===== src/rtl/minirisc_bus_pkg.sv =====
// MiniRISC data-bus shared widths, owner index type and arbiter states.
// Shared by the bus arbiter and the interrupt arbiter.
package minirisc_bus_pkg;

  localparam int ADDR_W      = 8;
  localparam int DATA_W      = 8;
  localparam int MAX_MASTERS = 8;
  localparam int OWNER_W     = 3;

  typedef logic [OWNER_W-1:0] owner_t;

  typedef enum logic {
    IDLE,
    OWNED
  } arb_state_e;

  function automatic owner_t oh_to_idx(
    input logic [MAX_MASTERS-1:0] oh
  );
    owner_t idx;
    idx = '0;
    for (int i = 0; i < MAX_MASTERS; i++) begin
      if (oh[i]) idx = owner_t'(i);
    end
    return idx;
  endfunction

endpackage


===== src/rtl/mst_bus_arbiter_if.sv =====
// Master data bus bundle: per-master request/grant and strobes,
// plus the merged slave-side bus.
interface mst_bus_arbiter_if
  import minirisc_bus_pkg::*;
#(
  parameter int NUM_MASTERS = 4
);

  logic [NUM_MASTERS-1:0]        mst_req;
  logic [NUM_MASTERS-1:0]        mst_grant;
  logic [ADDR_W*NUM_MASTERS-1:0] mst_addr;
  logic [NUM_MASTERS-1:0]        mst_wr;
  logic [NUM_MASTERS-1:0]        mst_rd;
  logic [DATA_W*NUM_MASTERS-1:0] mst_wdata;

  logic [ADDR_W-1:0] slv_addr;
  logic              slv_wr;
  logic              slv_rd;
  logic [DATA_W-1:0] slv_wdata;

  logic   bus_busy;
  owner_t owner;

  modport arbiter (
    input  mst_req,
    input  mst_addr,
    input  mst_wr,
    input  mst_rd,
    input  mst_wdata,
    output mst_grant,
    output slv_addr,
    output slv_wr,
    output slv_rd,
    output slv_wdata,
    output bus_busy,
    output owner
  );

  modport master (
    output mst_req,
    output mst_addr,
    output mst_wr,
    output mst_rd,
    output mst_wdata,
    input  mst_grant,
    input  bus_busy,
    input  owner
  );

  modport slave (
    input slv_addr,
    input slv_wr,
    input slv_rd,
    input slv_wdata,
    input bus_busy
  );

endinterface


===== src/rtl/rr_picker.sv =====
// Combinational round-robin pick: first set request after last.
// Returns a one-hot pick and a valid flag.
module rr_picker
  import minirisc_bus_pkg::*;
#(
  parameter int N = 4
) (
  input  logic [N-1:0] req,
  input  owner_t       last,
  output logic [N-1:0] pick,
  output logic         valid
);

  // Two passes: indices above last first, then wrap to 0..last.
  always_comb begin
    pick  = '0;
    valid = 1'b0;
    for (int i = 0; i < N; i++) begin
      if (!valid && req[i] && i > int'(last)) begin
        pick[i] = 1'b1;
        valid   = 1'b1;
      end
    end
    for (int i = 0; i < N; i++) begin
      if (!valid && req[i] && i <= int'(last)) begin
        pick[i] = 1'b1;
        valid   = 1'b1;
      end
    end
  end

endmodule


===== src/rtl/mst_bus_arbiter.sv =====
// Round-robin arbiter for the MiniRISC master data bus with an
// optional hold limit and a grant-gated OR merge onto the slave bus.
module mst_bus_arbiter
  import minirisc_bus_pkg::*;
#(
  parameter int NUM_MASTERS = 4,
  parameter int MAX_HOLD    = 0
) (
  input  logic               clk,
  input  logic               rst,
  mst_bus_arbiter_if.arbiter bus
);

  localparam int N      = NUM_MASTERS;
  localparam int HOLD_W =
    (MAX_HOLD > 0) ? $clog2(MAX_HOLD + 1) : 1;

  arb_state_e        state_q;
  logic [N-1:0]      grant_q;
  owner_t            owner_q;
  owner_t            last_q;
  logic [HOLD_W-1:0] hold_q;

  logic [N-1:0] pick;
  logic [N-1:0] grant;
  logic         pick_vld;
  owner_t       pick_idx;
  logic         others;
  logic         expire;
  logic         keep;

  rr_picker #(
    .N (N)
  ) u_pick (
    .req   (bus.mst_req),
    .last  (last_q),
    .pick  (pick),
    .valid (pick_vld)
  );

  assign pick_idx = oh_to_idx(MAX_MASTERS'(pick));
  assign others   = |(bus.mst_req & ~grant_q);

  // hold_q counts completed cycles, so +1 includes this one.
  assign expire = (MAX_HOLD > 0)
               && (int'(hold_q) + 1 >= MAX_HOLD)
               && others;
  assign keep   = (|(bus.mst_req & grant_q)) && !expire;

  always_ff @(posedge clk or negedge rst) begin
    if (!rst) begin
      state_q <= IDLE;
      grant_q <= '0;
      owner_q <= '0;
      last_q  <= owner_t'(N - 1);
      hold_q  <= '0;
    end else begin
      unique case (state_q)
        IDLE: begin
          if (pick_vld) begin
            state_q <= OWNED;
            grant_q <= pick;
            owner_q <= pick_idx;
            last_q  <= pick_idx;
            hold_q  <= '0;
          end
        end
        OWNED: begin
          if (keep) begin
            if (int'(hold_q) < MAX_HOLD)
              hold_q <= hold_q + 1'b1;
          end else if (pick_vld) begin
            grant_q <= pick;
            owner_q <= pick_idx;
            last_q  <= pick_idx;
            hold_q  <= '0;
          end else begin
            state_q <= IDLE;
            grant_q <= '0;
            owner_q <= '0;
            hold_q  <= '0;
          end
        end
        default: state_q <= IDLE;
      endcase
    end
  end

  assign grant = grant_q & bus.mst_req;

  logic [ADDR_W-1:0] m_addr;
  logic [DATA_W-1:0] m_wdata;
  logic              m_wr;
  logic              m_rd;

  always_comb begin
    m_addr  = '0;
    m_wdata = '0;
    m_wr    = 1'b0;
    m_rd    = 1'b0;
    for (int i = 0; i < N; i++) begin
      m_addr  |= bus.mst_addr[ADDR_W*i +: ADDR_W]
               & {ADDR_W{grant[i]}};
      m_wdata |= bus.mst_wdata[DATA_W*i +: DATA_W]
               & {DATA_W{grant[i]}};
      m_wr    |= bus.mst_wr[i] & grant[i];
      m_rd    |= bus.mst_rd[i] & grant[i];
    end
  end

  assign bus.mst_grant = grant;
  assign bus.slv_addr  = m_addr;
  assign bus.slv_wdata = m_wdata;
  assign bus.slv_wr    = m_wr;
  assign bus.slv_rd    = m_rd;
  assign bus.bus_busy  = (state_q == OWNED);
  assign bus.owner     = owner_q;

endmodule

===== src/flat_wrapper.sv =====
// flat-port wrapper written by rule: the top's interface ports become plain ports
module mst_bus_arbiter_flat import minirisc_bus_pkg::*;
#(
  parameter int NUM_MASTERS = 4,
  parameter int MAX_HOLD    = 0
)
  (clk, rst, bus_mst_req, bus_mst_addr, bus_mst_wr, bus_mst_rd, bus_mst_wdata, bus_mst_grant, bus_slv_addr, bus_slv_wr, bus_slv_rd, bus_slv_wdata, bus_bus_busy, bus_owner);
  mst_bus_arbiter_if #(.NUM_MASTERS(NUM_MASTERS)) bus_i ();
  input  logic clk;
  input  logic rst;
  input wire logic [$bits(bus_i.mst_req)-1:0] bus_mst_req;
  input wire logic [$bits(bus_i.mst_addr)-1:0] bus_mst_addr;
  input wire logic [$bits(bus_i.mst_wr)-1:0] bus_mst_wr;
  input wire logic [$bits(bus_i.mst_rd)-1:0] bus_mst_rd;
  input wire logic [$bits(bus_i.mst_wdata)-1:0] bus_mst_wdata;
  output wire logic [$bits(bus_i.mst_grant)-1:0] bus_mst_grant;
  output wire logic [$bits(bus_i.slv_addr)-1:0] bus_slv_addr;
  output wire logic [$bits(bus_i.slv_wr)-1:0] bus_slv_wr;
  output wire logic [$bits(bus_i.slv_rd)-1:0] bus_slv_rd;
  output wire logic [$bits(bus_i.slv_wdata)-1:0] bus_slv_wdata;
  output wire logic [$bits(bus_i.bus_busy)-1:0] bus_bus_busy;
  output wire logic [$bits(bus_i.owner)-1:0] bus_owner;
  assign bus_i.mst_req = bus_mst_req;
  assign bus_i.mst_addr = bus_mst_addr;
  assign bus_i.mst_wr = bus_mst_wr;
  assign bus_i.mst_rd = bus_mst_rd;
  assign bus_i.mst_wdata = bus_mst_wdata;
  assign bus_mst_grant = bus_i.mst_grant;
  assign bus_slv_addr = bus_i.slv_addr;
  assign bus_slv_wr = bus_i.slv_wr;
  assign bus_slv_rd = bus_i.slv_rd;
  assign bus_slv_wdata = bus_i.slv_wdata;
  assign bus_bus_busy = bus_i.bus_busy;
  assign bus_owner = bus_i.owner;
  mst_bus_arbiter #(.NUM_MASTERS(NUM_MASTERS), .MAX_HOLD(MAX_HOLD)) u_core (.clk(clk), .rst(rst), .bus(bus_i));
endmodule

===== config.mk =====
export PLATFORM = sky130hd
export DESIGN_NAME = mst_bus_arbiter_flat
export DESIGN_NICKNAME = d
export VERILOG_FILES = /design/src/rtl/minirisc_bus_pkg.sv /design/src/rtl/mst_bus_arbiter_if.sv /design/src/rtl/rr_picker.sv /design/src/rtl/mst_bus_arbiter.sv /design/src/flat_wrapper.sv
export SDC_FILE = /design/constraint.sdc
export NUM_CORES = 1
export LEC_CHECK = 0
export CORE_ASPECT_RATIO = 1.5
export CORE_MARGIN = 2
export CORE_UTILIZATION = 30
export CTS_BUF_LIST = sky130_fd_sc_hd__clkbuf_8
export CTS_CLUSTER_DIAMETER = 80
export CTS_CLUSTER_SIZE = 24
export DETAILED_ROUTE_END_ITERATION = 12
export MAX_ROUTING_LAYER = met4
export PLACE_DENSITY = 0.83
export SLEW_MARGIN = 40
export SYNTH_ARGS = -nofsm -noshare
export SYNTH_HDL_FRONTEND = slang
export SYNTH_SLANG_ARGS = --single-unit

===== constraint.sdc =====
create_clock -name clk -period 3.9 [get_ports clk]
set_input_delay 1.17 -clock clk [delete_from_list [all_inputs] [get_ports clk]]
set_output_delay 1.17 -clock clk [all_outputs]
set_load 0.005 [all_outputs]

==> flow_summary.json <==
{
  "p_per_area_nw_per_um2": 454.7,
  "r2r-start": "u_core.grant_q[3]",
  "clock_skew_ns": 0.003306,
  "period_share": 0.9411,
  "final_cells": 284,
  "critPathKind": "input pin to primary output",
  "drtIter0Drc": 90,
  "ys_seq_area_frac": 0.2222,
  "vias": 1600,
  "synth_warnings": 0,
  "cts.sinks": 9,
  "rsz0062_at_grt": "no",
  "place_area_um2": 2112,
  "drtPass1Iterations": 5,
  "ys_seq_elements": 9,
  "wl_um": 5387,
  "overflow": 0,
  "yosys.area_share.simple": 0.1990,
  "drive_above_1_share": 0.1240,
  "tritoncts": "done",
  "chipHeight_um": 75.58,
  "hold_start": "u_core.bus.owner[1]",
  "core_region_area_um2": 3351,
  "postLayoutCoreUtil": 0.6587,
  "cp_data_required_time_ns": 2.73,
  "min_path_type": "register to register",
  "switchingPower_uw": 393.9,
  "cts_root_buffer": "clkbuf_8",
  "num_rows": 26,
  "vias_per_cell": 5.634,
  "holdPathEnd": "u_core.bus.owner[1]",
  "placedCellCount": 276,
  "final_antenna_net_count": 0,
  "path_max_fanout": 20,
  "finish.instance_area_um2": 2207,
  "rrSetupSlack_ns": 2.13,
  "syn_avg_cell_area_um2": 7.535,
  "grt_antenna_before_repair": 0,
  "cp.arrival_ns": 2.50,
  "cts_buffer_depth": 2,
  "rr_worst_depth": 7,
  "ir_drop_v": 0.0004060,
  "synth_cells": 136,
  "synth_xor_area_frac": 0,
  "clk_pin_slew_ns": 0.05,
  "internal_power_uw": 609.7,
  "status": "complete, no violations",
  "numCtsBuffers": 3,
  "hpwl_um": 4120,
  "drcViolationCount": 0,
  "end_kind": "primary output",
  "setup_viol_count_final": 0,
  "nNetsFinal": 321,
  "grt_pass1_vias": 1476,
  "hold_depth": 1,
  "synth_cell_types": 35,
  "power_frac_seq": 0.201,
  "slew_viol_final": 0,
  "synth.area.mux_share": 0.009768,
  "max_freq_mhz": 272.5,
  "hold_violations": 0,
  "grt_max_degree": 21,
  "clock_latency_ns": 0.23,
  "die_area_um2": 3909,
  "place_congestion": 0.9529,
  "initial_core_util": 0.3058,
  "switching_share": 0.3925,
  "n_fill_cell": 289,
  "power_frac_comb": 0.690,
  "fin_ws_ns": 0.2298,
  "syn_nets": 214,
  "pre_cts_ws_ns": -0.1118,
  "grt_pass1_wl_um": 7617,
  "worst_setup_path_start_kind": "input pin",
  "ios": 104,
  "htreeDepth": 1,
  "netlist_area_um2": 1025,
  "p_leak_nw": 0.9502,
  "synth_top_family_by_area": "compound AO/OA/AOI/OAI gates",
  "finalCriticalPeriod_ns": 3.670,
  "worstReg2RegEnd": "u_core.bus.owner[1]",
  "synth_adder_area_share": 0,
  "post_drt_wl_per_cell_um": 18.97,
  "synth_compound_area_frac": 0.4823,
  "fp.dieW_um": 51.72,
  "area_growth_pct": 115.4,
  "grtUsageTotal": 0.2704,
  "maxCapViolCount": 0,
  "pwr-share-clk": 0.109,
  "portBuffers": 102,
  "post_cts_buffers": 0,
  "insertedDiodeCount": 0
}
cell usage in the layout (no fill, tap or decap), drive strengths merged, types with 2 or more instances in the layout:
master / instances
a211o: 2
a21oi: 5
a22oi: 38
and2: 8
buf: 9
clkbuf: 3
clkdlybuf4s50: 98
dfrtp: 7
dfstp: 2
dlymetal6s2s: 3
inv: 6
nand2: 24
nor2: 9
o21ai: 8
o221ai: 2
o22ai: 3
critical path, stage by stage:
cell and delay [ns]:
dlygate4sd2_1 0.27, and2_4 0.16, buf_12 0.15, a22oi_1 0.18, nand2_1 0.11, clkdlybuf4s50_1 0.46
kinds of logic after synthesis:
kind of cell | count (synthesis)
AO/OA/AOI/OAI | 66
buffers and inverters | 18
flip-flops | 9
multiplexers | 1
other | 1
AND/OR/NAND/NOR | 41
Yosys cell counts, drive strengths merged:
cell type	count	area (um2)
a211o	2	17.52
a211oi	1	7.510
a21boi	1	7.510
a21o	1	7.510
a21oi	5	25.02
a221o	1	10.01
a22oi	38	285.3
a32o	1	10.01
a32oi	1	8.760
and2	4	30.03
and3	1	6.260
buf	12	62.56
clkbuf	1	3.750
conb	1	3.750
dfrtp	7	175.2
dfstp	2	52.55
inv	5	18.77
mux2i	1	10.01
nand2	24	95.09
nand2b	1	6.260
nor2	9	38.79
nor2b	1	6.260
nor4	1	21.27
o211ai	1	7.510
o21ai	8	43.79
o221ai	2	17.52
o22ai	3	18.77
o41ai	1	27.53
how the worst max path moves through the flow:
stage,from,end,slack [ns],cells past startpoint
floorplan,bus_mst_req[1],bus_slv_addr[0],0.65,6
global placement,bus_mst_req[0],bus_slv_addr[1],-0.10,5
detailed placement,bus_mst_req[0],bus_slv_addr[1],-0.11,5
CTS,bus_mst_req[2],bus_slv_addr[1],0.004,5
global route,bus_mst_req[3],bus_slv_wdata[4],0.17,6
finish,bus_mst_req[3],bus_slv_wdata[4],0.23,6
what timing repair did:
action,4_1_cts,5_1_grt
gates cloned,0,4
resized for setup,5,6
hold buffers,0,0
pin swaps,1,2
endpoints found under the setup margin,18,14
power groups by stage:
stage / logic [mW] / clock network, mW / registers (mW)
detailed placement: 0.665 / 0 / 0.191
global route: 0.744 / 0.113 / 0.205
floorplan: 0.346 / 0 / 0.161
global placement: 0.659 / 0 / 0.190
CTS: 0.677 / 0.109 / 0.191
finish: 0.692 / 0.109 / 0.202
final cells by class:
cell class                      instances  area, um2  area share
Timing Repair Buffer                  111       1107      0.5017
Clock buffer                            3      41.29     0.01871
Inverter                                5      18.77    0.008503
Tap cell                               42      52.55     0.02381
Clock inverter                          1      3.754    0.001701
Sequential cell                         9      227.7      0.1032
Multi-Input combinational cell        113      755.7      0.3424
state kept, by name, summed over array words and instances, names as in the netlist:
signal               count
u_core.grant_q           4
u_core.bus.owner         2
u_core.last_q            2
u_core.bus.bus_busy      1
metrics by stage:
step	TNS [ns]	power [mW]	hold WS (ns)
floorplan	0	0.5073	0.4474
global placement	-0.8006	0.8486	0.4829
detailed placement	-1.117	0.8561	0.4935
CTS	0	0.9775	0.5126
global route	0	1.063	0.5287
finish	0	1.004	0.5175
metal layers:
layer  track usage  wire (um)  vias up
met3       0.04902        570       17
li1              -          -      737
met5             -          0        -
met1        0.3073       2033      737
met4       0.09649        158        0
met2        0.4729       2624      109
Note: power is estimated with default switching activity, not from simulation.
